[config.mk]
export PLATFORM = sky130hd
export DESIGN_NAME = abc_vector_sequencer
export DESIGN_NICKNAME = d
export VERILOG_FILES = /design/src/rtl/abc_vector_sequencer.sv
export SDC_FILE = /design/constraint.sdc
export NUM_CORES = 1
export LEC_CHECK = 0
export ABC_CLOCK_PERIOD_IN_PS = 4700
export CAP_MARGIN = 20
export CORE_ASPECT_RATIO = 0.6
export CORE_MARGIN = 1.5
export CORE_UTILIZATION = 42
export DETAILED_ROUTE_END_ITERATION = 8
export GPL_TIMING_DRIVEN = 0
export PLACE_DENSITY = 0.67
export SYNTH_ARGS = -nofsm -noshare
export SYNTH_HDL_FRONTEND = slang
export SYNTH_SLANG_ARGS = --single-unit
[constraint.sdc]
create_clock -name clk -period 4.7 [get_ports clk]
set_input_delay 0.94 -clock clk [delete_from_list [all_inputs] [get_ports clk]]
set_output_delay 0.94 -clock clk [all_outputs]
set_load 0.05 [all_outputs]
[src/rtl/abc_vector_sequencer.sv]
// abc_vector_sequencer
// Steps through the 3-bit {a,b,c} input space for the parallelblock AND-pair
// datapath. Each vector is held for HOLD_CYCLES cycles and then offered with
// a valid/ready handshake. Registered expected results (a&b, a&c) travel
// with every vector so a downstream checker need not recompute them.
//
// Build option: define ABC_SEQ_GRAY_EN to drive the vectors in Gray order
// (vec_idx ^ (vec_idx >> 1)) instead of plain binary order. Handshake and
// timing are the same in both builds.
module abc_vector_sequencer #(
    parameter int HOLD_CYCLES = 5,
    parameter int NUM_VEC     = 8
) (
    input  logic       clk,
    input  logic       rst,
    input  logic       start,
    input  logic       ready,
    output logic       a,
    output logic       b,
    output logic       c,
    output logic       exp_out1,
    output logic       exp_out2,
    output logic       valid,
    output logic [2:0] vec_idx,
    output logic       busy,
    output logic       done
);

    typedef enum logic [1:0] {
        IDLE  = 2'd0,
        HOLD  = 2'd1,
        OFFER = 2'd2,
        DONE  = 2'd3
    } seqState_t;

    localparam logic [7:0] HOLD_LAST = 8'(HOLD_CYCLES - 1);
    localparam logic [2:0] IDX_LAST  = 3'(NUM_VEC - 1);

    seqState_t  r_state;
    logic [7:0] r_cnt;
    logic [2:0] r_idx;
    logic [2:0] r_vec;
    logic       r_exp1;
    logic       r_exp2;

    seqState_t  w_nextState;
    logic [7:0] w_nextCnt;
    logic [2:0] w_nextIdx;
    logic       w_loadVec;
    logic [2:0] w_vec;

    // Maps the index of the vector about to be loaded onto the driven bits.
`ifdef ABC_SEQ_GRAY_EN
    assign w_vec = w_nextIdx ^ (w_nextIdx >> 1);
`else
    assign w_vec = w_nextIdx;
`endif

    // Next-state logic: also decides when the counter, index and vector
    // registers reload, so the vector bits can only change on a start in
    // IDLE or on an accepted transfer.
    always_comb begin
        w_nextState = r_state;
        w_nextCnt   = r_cnt;
        w_nextIdx   = r_idx;
        w_loadVec   = 1'b0;
        case (r_state)
            IDLE: begin
                if (start) begin
                    w_nextState = HOLD;
                    w_nextIdx   = 3'd0;
                    w_nextCnt   = 8'd0;
                    w_loadVec   = 1'b1;
                end
            end
            HOLD: begin
                w_nextCnt = r_cnt + 8'd1;
                if (r_cnt == HOLD_LAST) begin
                    w_nextState = OFFER;
                end
            end
            OFFER: begin
                if (ready) begin
                    if (r_idx == IDX_LAST) begin
                        w_nextState = DONE;
                    end else begin
                        w_nextState = HOLD;
                        w_nextIdx   = r_idx + 3'd1;
                        w_nextCnt   = 8'd0;
                        w_loadVec   = 1'b1;
                    end
                end
            end
            DONE: begin
                w_nextState = IDLE;
            end
            default: begin
                w_nextState = IDLE;
            end
        endcase
    end

    // State, counter and index registers; reset wins over everything.
    always_ff @(posedge clk) begin
        if (rst) begin
            r_state <= IDLE;
            r_cnt   <= 8'd0;
            r_idx   <= 3'd0;
        end else begin
            r_state <= w_nextState;
            r_cnt   <= w_nextCnt;
            r_idx   <= w_nextIdx;
        end
    end

    // Vector bits and their expected AND results load together so they
    // always describe the same vector.
    always_ff @(posedge clk) begin
        if (rst) begin
            r_vec  <= 3'd0;
            r_exp1 <= 1'b0;
            r_exp2 <= 1'b0;
        end else if (w_loadVec) begin
            r_vec  <= w_vec;
            r_exp1 <= w_vec[2] & w_vec[1];
            r_exp2 <= w_vec[2] & w_vec[0];
        end
    end

    assign a        = r_vec[2];
    assign b        = r_vec[1];
    assign c        = r_vec[0];
    assign exp_out1 = r_exp1;
    assign exp_out2 = r_exp2;
    assign vec_idx  = r_idx;
    assign valid    = (r_state == OFFER);
    assign busy     = (r_state == HOLD) || (r_state == OFFER);
    assign done     = (r_state == DONE);

endmodule

==> results.sh <==
export IMPL_cts_tree="yes"
export IMPL_gp_congestion=0.869
export IMPL_tritoncts_num_sinks=18
export IMPL_cts_hold_fix_buffers=0
export IMPL_synth_warnings=0
export IMPL_cts_root_buf="clkbuf_8"
export IMPL_ioPinCount=15
export IMPL_period_share=0.603
export IMPL_drt_iter0_drc=33
export IMPL_r2r_setup_slack_ns=2.87
export IMPL_yosysSeqAreaShare=0.344
export IMPL_cp_max_fo=5
export IMPL_cp_end_kind="output pin"
export IMPL_ys_top_cells_by_count="dfxtp_1, nor2_1, a21oi_1, ha_1, inv_1"
export IMPL_clockBufferDepth=2
export IMPL_ir_drop_mv=0.202
export IMPL_place_hpwl_um=1800
export IMPL_async_flop_share=0
export IMPL_finalMaxSlewViolations=0
export IMPL_tns_ns=0
export IMPL_yosysTopAreaCellShare=0.344
export IMPL_cp_arrival_ns=1.89
export IMPL_antenna_left=0
export IMPL_slew_headroom=0.662
export IMPL_fp_dieH_um=41.7
export IMPL_tightest_slew_ns=0.505
export IMPL_nets=148
export IMPL_syn_avg_cell_area_um2=8.95
export IMPL_synth_seq_cells=18
export IMPL_seq_area_um2=360
export IMPL_timing_rr_start="r_state[0]"
export IMPL_p_leak_nw=0.487
export IMPL_yosys_most_used_dff="dfxtp_1"
export IMPL_setup_worst_path_start="r_state[0]"
export IMPL_endpoint="valid"
export IMPL_syn_num_nets=129
export IMPL_syn_cell_area_um2=1050
export IMPL_fp_dieW_um=67.5
export IMPL_grt_pass1_wl_um=4070
export IMPL_core_um2=2260
export IMPL_skew_ns=0.00561
export IMPL_layout_drive_gt1_share=0.119
export IMPL_clock_fmax_ghz=0.353
export IMPL_hp_class="reg2reg"
export IMPL_start_util=0.463
export IMPL_syn_inst=117
export IMPL_grt_pass1_vias=846
export IMPL_maxCapViolations=0
export IMPL_drt_total_wl_um=2420
export IMPL_p_per_area_nw_per_um2=453
export IMPL_drt_pre_antenna_iters=4
export IMPL_start_kind="register"
export IMPL_antenna_found_initial=0
export IMPL_synth_top_area_cell="dfxtp_1"
export IMPL_route_detailed_drc=0
export IMPL_crit_type="reg2out"
export IMPL_clk_pin_slew_ns=0.07
export IMPL_timing_rr_end="r_cnt[3]"
export IMPL_clk_latency_ns=0.26
export IMPL_synth_edf_count=0
export IMPL_portBuffers=14
export IMPL_cts_made_buffers=3
export IMPL_yosysMostFrequentCell="dfxtp_1"
export IMPL_hold_viol=0
export IMPL_postCtsSetupRepairBufs=0
export IMPL_grt_setup_unrepaired="no"
export IMPL_grt_usage=0.195
export IMPL_r2r_cells=6
export IMPL_cts_max_level=1
export IMPL_final_fill_count=214
export IMPL_gr_total_overflow=0
export IMPL_grt_max_degree=11
export IMPL_vias=936
export IMPL_via_per_inst=5.67
export IMPL_required_ns=3.76
export IMPL_num_rows=13
export IMPL_antenna_cells=0
export IMPL_synth_area_leaders="dfxtp_1, ha_1, nor2_1"
export IMPL_synth_cell_types=43
export IMPL_final_min_clock_period_ns=2.83
export IMPL_die_area_um2=2810
export IMPL_wl_per_cell_um=14.6
export IMPL_total_power_uw=580
export IMPL_setup_viol=0
export IMPL_status="completed"
export IMPL_cts_resized=0
export IMPL_area_delta_synth_final_pct=22.2
export IMPL_multi_input_area_um2=644
[stage by stage]
stage | instance area [um2] | hold WS [ns] | setup slack [ns] | utilization | cells
after floorplan | 1050 | 0.470 | 2.75 | - | 117
after global placement | 1220 | 0.449 | 2.09 | 0.542 | 161
after detailed placement | 1220 | 0.450 | 2.10 | 0.542 | 161
after CTS | 1280 | 0.457 | 1.85 | 0.566 | 165
after global routing | 1280 | 0.481 | 1.78 | 0.566 | 165
final | 1280 | 0.458 | 1.87 | 0.566 | 165
[layer usage]
metal	part of all wire	up-vias	routed length (um)	global-route usage
li1	-	465	-	-
met1	0.56	443	1360	0.308
met2	0.38	24	909	0.243
met3	0.052	4	126	0.0650
met4	0.010	0	25	0.0531
met5	0	-	0	0
[power by group]
part,internal [mW],switching [mW],total (mW)
registers,0.168,0.0159,0.184
clock network,0.0746,0.0563,0.131
logic,0.0933,0.172,0.265
total,0.336,0.244,0.580
[cell usage in the layout, fill, tap and decap left out, drive strengths merged]
cell type	count
buf	1
o31ai	2
a211o	2
ha	8
a21bo	1
nor2b	3
nand4	1
a211oi	2
dfxtp	18
a21boi	2
or3	3
clkbuf	6
nand4b	1
a22oi	3
a21o	2
nand4bb	1
clkdlybuf4s50	14
and2b	1
o21ai	6
inv	8
nand2	8
a21oi	8
o41ai	3
xnor2	1
o21a	1
o211ai	1
and3	2
nand3b	1
mux2i	1
o2bb2ai	1
o32ai	2
a221oi	2
and2	1
nand3	5
nor2	12
mux2	1
[critical path, cell delays in order, from the launching register on]
cell	delay [ns]
dfxtp_1	0.35
inv_1	0.13
ha_1	0.31
clkdlybuf4s50_1	0.85
[sequential cells by signal, summed over array words and instances (netlist names)]
name,flops
r_state,2
r_cnt,8
exp_out1,1
exp_out2,1
r_vec,3
vec_idx,3
[cells by family (layout without fill, tap and decap cells)]
| group | count (synthesis) | after routing | synth area share |
|---|---|---|---|
| AND/OR/NAND/NOR | 39 | 39 | 0.198 |
| AO/OA/AOI/OAI | 38 | 38 | 0.293 |
| flip-flops | 18 | 18 | 0.344 |
| buffers and inverters | 11 | 29 | 0.0406 |
| adder cells (fa/ha/maj) | 8 | 8 | 0.0956 |
| multiplexers | 2 | 2 | 0.0203 |
| XOR/XNOR | 1 | 1 | 0.00836 |
[final cells by class]
class                           instances  area share
Buffer                                  3     0.00978
Timing Repair Buffer                   14       0.109
Clock buffer                            4      0.0430
Inverter                                8      0.0235
Multi-Input combinational cell         88       0.503
Sequential cell                        18       0.282
Tap cell                               30      0.0293
[worst min path at each step]
stage	start	to	cells after the start
6_report	r_vec[2]	r_vec[2]	2
3_3_place_gp	r_vec[2]	r_vec[2]	2
5_1_grt	r_vec[2]	r_vec[2]	2
2_1_floorplan	r_cnt[1]	r_cnt[1]	2
4_1_cts	r_vec[2]	r_vec[2]	2
3_5_place_dp	r_vec[2]	r_vec[2]	2
(Power assumes the default switching activity.)
